$ cat config.mk
export PLATFORM = sky130hd
export DESIGN_NAME = mem_port_arbiter
export DESIGN_NICKNAME = d
export VERILOG_FILES = /design/src/rtl/mem_arb_pkg.sv /design/src/rtl/mem_arb_pick.sv /design/src/rtl/mem_port_arbiter.sv
export SDC_FILE = /design/constraint.sdc
export NUM_CORES = 1
export LEC_CHECK = 0
export ABC_CLOCK_PERIOD_IN_PS = 2500
export BUFFER_PORTS_ARGS = -buffer_cell sky130_fd_sc_hd__buf_2
export CORE_MARGIN = 4
export CORE_UTILIZATION = 48
export CTS_CLUSTER_DIAMETER = 50
export DETAILED_ROUTE_END_ITERATION = 16
export PLACE_DENSITY = 0.8
export SLEW_MARGIN = 20
export SYNTH_ARGS = -nofsm -noshare
export SYNTH_HDL_FRONTEND = slang
export SYNTH_SLANG_ARGS = --single-unit
$ cat constraint.sdc
create_clock -name clk -period 2.5 [get_ports clk]
set_clock_uncertainty 0.2 [all_clocks]
set_input_delay 0.375 -clock clk [delete_from_list [all_inputs] [get_ports clk]]
set_output_delay 0.375 -clock clk [all_outputs]
set_load 0.05 [all_outputs]
$ cat src/rtl/mem_arb_pkg.sv
// Shared types and constants for the fetch/data memory port arbiter.
package mem_arb_pkg;

  typedef enum logic [1:0] {
    IDLE  = 2'd0,
    ISSUE = 2'd1,
    WAIT  = 2'd2,
    RESP  = 2'd3
  } arb_state_t;

  localparam logic PORT_IF = 1'b0;
  localparam logic PORT_D  = 1'b1;

endpackage

$ cat src/rtl/mem_arb_pick.sv
// Winner select for the shared memory port: data has priority, but fetch is
// forced through after STARVE_LIMIT consecutive data wins while it waits.
module mem_arb_pick
  import mem_arb_pkg::*;
#(
  parameter int STARVE_LIMIT = 4
) (
  input  logic clk,
  input  logic reset_n,
  input  logic arb_en,
  input  logic if_req,
  input  logic d_req,
  output logic winner
);

  localparam int CNT_W = (STARVE_LIMIT < 1) ? 1 : $clog2(STARVE_LIMIT + 1);
  localparam logic [CNT_W-1:0] LIMIT = CNT_W'(STARVE_LIMIT);

  logic [CNT_W-1:0] starve_cnt;

  always_comb begin
    winner = PORT_D;
    if (if_req && (!d_req || (starve_cnt == LIMIT))) begin
      winner = PORT_IF;
    end
  end

  // Counts data wins only while fetch is actually left waiting; saturates.
  always_ff @(posedge clk or negedge reset_n) begin
    if (!reset_n) begin
      starve_cnt <= '0;
    end else if (arb_en) begin
      if ((winner == PORT_IF) || !if_req) begin
        starve_cnt <= '0;
      end else if (starve_cnt != LIMIT) begin
        starve_cnt <= starve_cnt + CNT_W'(1);
      end
    end
  end

endmodule

$ cat src/rtl/mem_port_arbiter.sv
// Shares one single-ported memory between instruction fetch and data load/store,
// sequencing each granted access as ISSUE -> WAIT (MEM_LATENCY cycles) -> RESP.
module mem_port_arbiter
  import mem_arb_pkg::*;
#(
  parameter int ADDR_W       = 16,
  parameter int DATA_W       = 16,
  parameter int MEM_LATENCY  = 1,
  parameter int STARVE_LIMIT = 4
) (
  input  logic              clk,
  input  logic              reset_n,
  input  logic              if_req,
  input  logic [ADDR_W-1:0] if_addr,
  output logic              if_ack,
  input  logic              d_req,
  input  logic              d_we,
  input  logic [ADDR_W-1:0] d_addr,
  input  logic [DATA_W-1:0] d_wdata,
  output logic              d_ack,
  output logic [DATA_W-1:0] rsp_rdata,
  output logic              mem_en,
  output logic              mem_we,
  output logic [ADDR_W-1:0] mem_addr,
  output logic [DATA_W-1:0] mem_wdata,
  input  logic [DATA_W-1:0] mem_rdata,
  output logic              busy
);

  // Handshake: a requester raises req with stable addr/we/wdata and holds it
  // until its one-cycle ack; the request is sampled only in IDLE, and changes
  // after that sample have no effect on the access already in progress.

  localparam logic [3:0] LAT_LOAD = 4'(MEM_LATENCY - 1);

  arb_state_t        state;
  arb_state_t        next_state;
  logic [3:0]        lat_cnt;
  logic              arb_en;
  logic              winner;
  logic              win_q;
  logic              we_q;
  logic [ADDR_W-1:0] addr_q;
  logic [DATA_W-1:0] wdata_q;

  assign arb_en    = (state == IDLE) && (if_req || d_req);
  assign busy      = (state != IDLE);
  assign mem_addr  = addr_q;
  assign mem_wdata = wdata_q;

  mem_arb_pick #(
    .STARVE_LIMIT(STARVE_LIMIT)
  ) u_pick (
    .clk    (clk),
    .reset_n(reset_n),
    .arb_en (arb_en),
    .if_req (if_req),
    .d_req  (d_req),
    .winner (winner)
  );

  always_ff @(posedge clk or negedge reset_n) begin
    if (!reset_n) begin
      state <= IDLE;
    end else begin
      state <= next_state;
    end
  end

  always_comb begin
    next_state = state;
    case (state)
      IDLE:    if (arb_en) next_state = ISSUE;
      ISSUE:   next_state = WAIT;
      WAIT:    if (lat_cnt == 4'd0) next_state = RESP;
      RESP:    next_state = IDLE;
      default: next_state = IDLE;
    endcase
  end

  // Command, latency and response registers; strobes default low every cycle.
  always_ff @(posedge clk or negedge reset_n) begin
    if (!reset_n) begin
      win_q     <= PORT_IF;
      we_q      <= 1'b0;
      addr_q    <= '0;
      wdata_q   <= '0;
      lat_cnt   <= 4'd0;
      mem_en    <= 1'b0;
      mem_we    <= 1'b0;
      if_ack    <= 1'b0;
      d_ack     <= 1'b0;
      rsp_rdata <= '0;
    end else begin
      mem_en <= 1'b0;
      mem_we <= 1'b0;
      if_ack <= 1'b0;
      d_ack  <= 1'b0;
      case (state)
        IDLE: begin
          if (arb_en) begin
            win_q   <= winner;
            addr_q  <= (winner == PORT_IF) ? if_addr : d_addr;
            we_q    <= (winner == PORT_D) && d_we;
            wdata_q <= (winner == PORT_D) ? d_wdata : '0;
            mem_en  <= 1'b1;
            mem_we  <= (winner == PORT_D) && d_we;
          end
        end
        ISSUE: begin
          lat_cnt <= LAT_LOAD;
        end
        WAIT: begin
          if (lat_cnt == 4'd0) begin
            if (!we_q) rsp_rdata <= mem_rdata;
            if_ack <= (win_q == PORT_IF);
            d_ack  <= (win_q == PORT_D);
          end else begin
            lat_cnt <= lat_cnt - 4'd1;
          end
        end
        default: ;
      endcase
    end
  end

endmodule
==> summary.txt <==
Run status
  • Status: finished, final reports clean

STA
  • Crit share post-route: 91.3%
  • Tightest Pin Transition: 0.684 ns
  • Slew Viols, Final: 0
  • Fin. Hold Viols: 0
  • RSZ-0062 raised after global routing: false
  • Achievable Freq: 438 MHz
  • Slew HR: 54.4%
  • Finish-stage setup viols: 0
  • Final worst path period need: 2.28 ns
  • Final setup margin: 0.216 ns
  • Hold WS: 0.0714 ns
  • Setup_tns: 0 ns

Setup path
  • WP data required: 1.92 ns
  • Crit path cell chain: inv_1 -> ha_1 -> buf_4 -> inv_1 -> buf_2
  • Signal arrival time at the worst endpoint: 1.71 ns
  • Critical Path Max Stage Delay: 0.40 ns
  • CP Launch Type: flop
  • Worst-path maximum fanout: 17
  • Cell mode on critical path: inv_1
  • Reg2Reg Launch Point: state[0]
  • Crit Path Class: reg -> out
  • Register-to-Register Setup Slack: 0.41 ns
  • Reg2Reg Depth: 5
  • Worst path depth: 5
  • Reg2reg end: rsp_rdata[0]
  • Top Family by Delay on Critical Path: buffers and inverters
  • Worst Setup End Kind: primary output
  • Worst Path Buf+Inv: 4
  • Slowest cell on the critical path: dfrtp_1

Die
  • Placeable Area: 5680 um^2
  • Die Ht: 85.6 um
  • Io pins: 122
  • Rows: 27
  • Die ar.: 7330 um^2
  • Die Wd: 85.6 um
  • Initial Util: 50.9%

Final layout
  • Share of post-route cells with drive strength above 1: 44.0%
  • Area growth, synth to finish: 29.7%
  • Nets: 465
  • Antenna diode count: 0
  • Fillers: 457
  • Storage cell area: 1580 um^2
  • Multi-input gate area in the final layout: 1170 um^2

Synth
  • Area leader, netlist: dfrtp_1
  • Synth top area share: 54.5%
  • Largest family of logic cells by synthesized area: simple AND/OR/NAND/NOR gates
  • Synth Area in XOR/XNOR: 0.303%
  • Count of different cell masters after synthesis: 36
  • Fraction of registers with async set/reset: 100%
  • Synth Cell Area: 2890 um^2
  • Synth Area in Simple Gates: 17.0%
  • Syn nets: 345
  • Synth top cells by count: nand2_1, dfrtp_1, o21ai_1
  • Compound-Gate Fraction of Synth Area: 11.6%
  • Mapped Cells: 268
  • Ys flop type: dfrtp_1
  • Synth area leaders: dfrtp_1, nand2_1, mux2_2, o211ai_2, ha_1
  • Multiplexer share of the synthesized area: 7.66%
  • Number of synthesized flops with an enable pin: 0
  • Adder and majority gate portion of the synthesized area: 3.46%
  • Most numerous cell in the Yosys netlist: nand2_1
  • Post-synthesis sequential area ratio: 54.5%
  • Yosys reg bits: 63
  • Mapped Avg Cell Area: 10.8 um^2
  • Yosys warning count: 0

Pwr
  • Clock group share of total power: 16.3%
  • Peak VDD IR: 1.04 mV
  • Flop pwr share: 29.5%
  • Switching Share: 50.5%
  • Comb pwr share: 54.1%
  • PwrDens: 1540 nW/um^2
  • Lkg Pwr: 1.91 nW
  • Pint: 2.85 mW
  • Sw Pwr: 2.91 mW

Placement
  • Post-DP HPWL: 5350 um
  • Gpl congestion: 0.813
  • DP Worst Slack: 0.400 ns
  • I/O Buffers: 121

Global routing
  • First-pass GRT wire length: 12100 um
  • Antenna violations before repair: 0
  • Number of global-route vias before repair: 2560
  • GRT Total Usage: 21.0%
  • Largest net degree at the start of global routing: 38
  • Total gr overflow: 0

Routing
  • Vias/cell: 5.25
  • Wirelength per Cell: 15.9 um
  • Final antenna-violating net count: 0
  • Pre-antenna DRT Iters: 4
  • Drt initial violations: 112
  • Total Wirelength: 7400 um
  • DRC viols: 0
  • Via count: 2439

CTS
  • Htree depth: 3
  • Sink Count: 63
  • CTS tree: built
  • Root buf cell: clkbuf_8
  • Cts bufs inserted: 9
  • Clk slew on worst S/H paths: 0.07 ns
  • Latest clock arrival within the worst-skew pair: 0.32 ns
  • Clock buffer depth: 2

Hold path
  • Hold path cells: 2
  • Hold crit path type: in -> reg
  • Hold_sp: mem_rdata[8]
  • Worst hold endpoint: rsp_rdata[8]

Job
  • Max Cap Violations: 0
-- cells by family after synthesis --
kind of cell	after synthesis
xor+xnor	1
flops	63
fa+ha+maj	8
mux	20
simple gates	105
buf+inv	27
compound gates	44
-- final cells by class --
| class | count | area share, % |
|---|---|---|
| multi-input cells | 178 | 31.2 |
| flip-flops and latches | 63 | 42.1 |
| repair buffers | 127 | 17.8 |
| clock buffers | 10 | 3.40 |
| clock inverters | 6 | 2.27 |
| well taps | 72 | 2.40 |
| inverters | 9 | 0.901 |
-- per-stage QoR --
| stage | area (um^2) | instances | total power, mW | utilization (%) |
|---|---|---|---|---|
| after CTS | 3750 | 465 | 5.82 | 66.0 |
| after global placement | 3530 | 448 | 4.76 | 62.1 |
| after global routing | 3750 | 465 | 6.10 | 66.0 |
| final | 3750 | 465 | 5.77 | 66.0 |
| after floorplan | 2890 | 268 | 4.10 | - |
| after detailed placement | 3530 | 448 | 4.86 | 62.1 |
-- metal layers --
metal	routed length, um	vias to the layer above	GRT usage (%)	share of wire (%)
met5	0	-	0	0
met3	595	6	5.00	8.0
met1	3030	1162	25.5	41
li1	-	1158	-	-
met2	3680	113	35.9	50
met4	95	0	8.63	1.3
-- registers in the layout, summed over array words and instances (netlist names) --
register / cells
d_ack: 1
if_ack: 1
lat_cnt: 4
mem_addr: 16
mem_en: 1
mem_wdata: 16
mem_we: 1
rsp_rdata: 16
state: 2
u_pick.starve_cnt: 3
we_q: 1
win_q: 1
-- repair_timing --
item / 4_1_cts / 5_1_grt
endpoints found under the hold margin: 29 / 0
setup buffers: 0 / 0
hold buffers: 1 / 0
resized for setup: 0 / 0
-- power groups by stage --
stage          sequential (mW)  combinational, mW  clock [mW]
3_3_place_gp              1.70               3.06           0
5_1_grt                   1.76               3.32        1.02
2_1_floorplan             3.08               1.02           0
4_1_cts                   1.70               3.15       0.960
3_5_place_dp              1.72               3.15           0
6_report                  1.70               3.12       0.941
-- worst max path at each step --
stage,startpoint,to
3_3_place_gp,state[0],rsp_rdata[0]
3_5_place_dp,state[0],rsp_rdata[0]
2_1_floorplan,state[0],busy
4_1_cts,state[0],busy
5_1_grt,state[0],busy
6_report,state[0],busy
-- cell usage in the layout, fill, tap and decap left out, drive strengths merged, types with 6 or more instances in the layout --
| cell type | synthesis | routed |
|---|---|---|
| o21ai | 20 | 20 |
| nand2 | 74 | 74 |
| mux2 | 17 | 17 |
| inv | 9 | 9 |
| o211ai | 16 | 16 |
| nor2 | 6 | 6 |
| dfrtp | 63 | 63 |
| clkbuf | 3 | 10 |
| ha | 8 | 8 |
| nand4 | 16 | 16 |
| buf | 15 | 126 |
No activity file was read; power rests on OpenSTA's default activity.
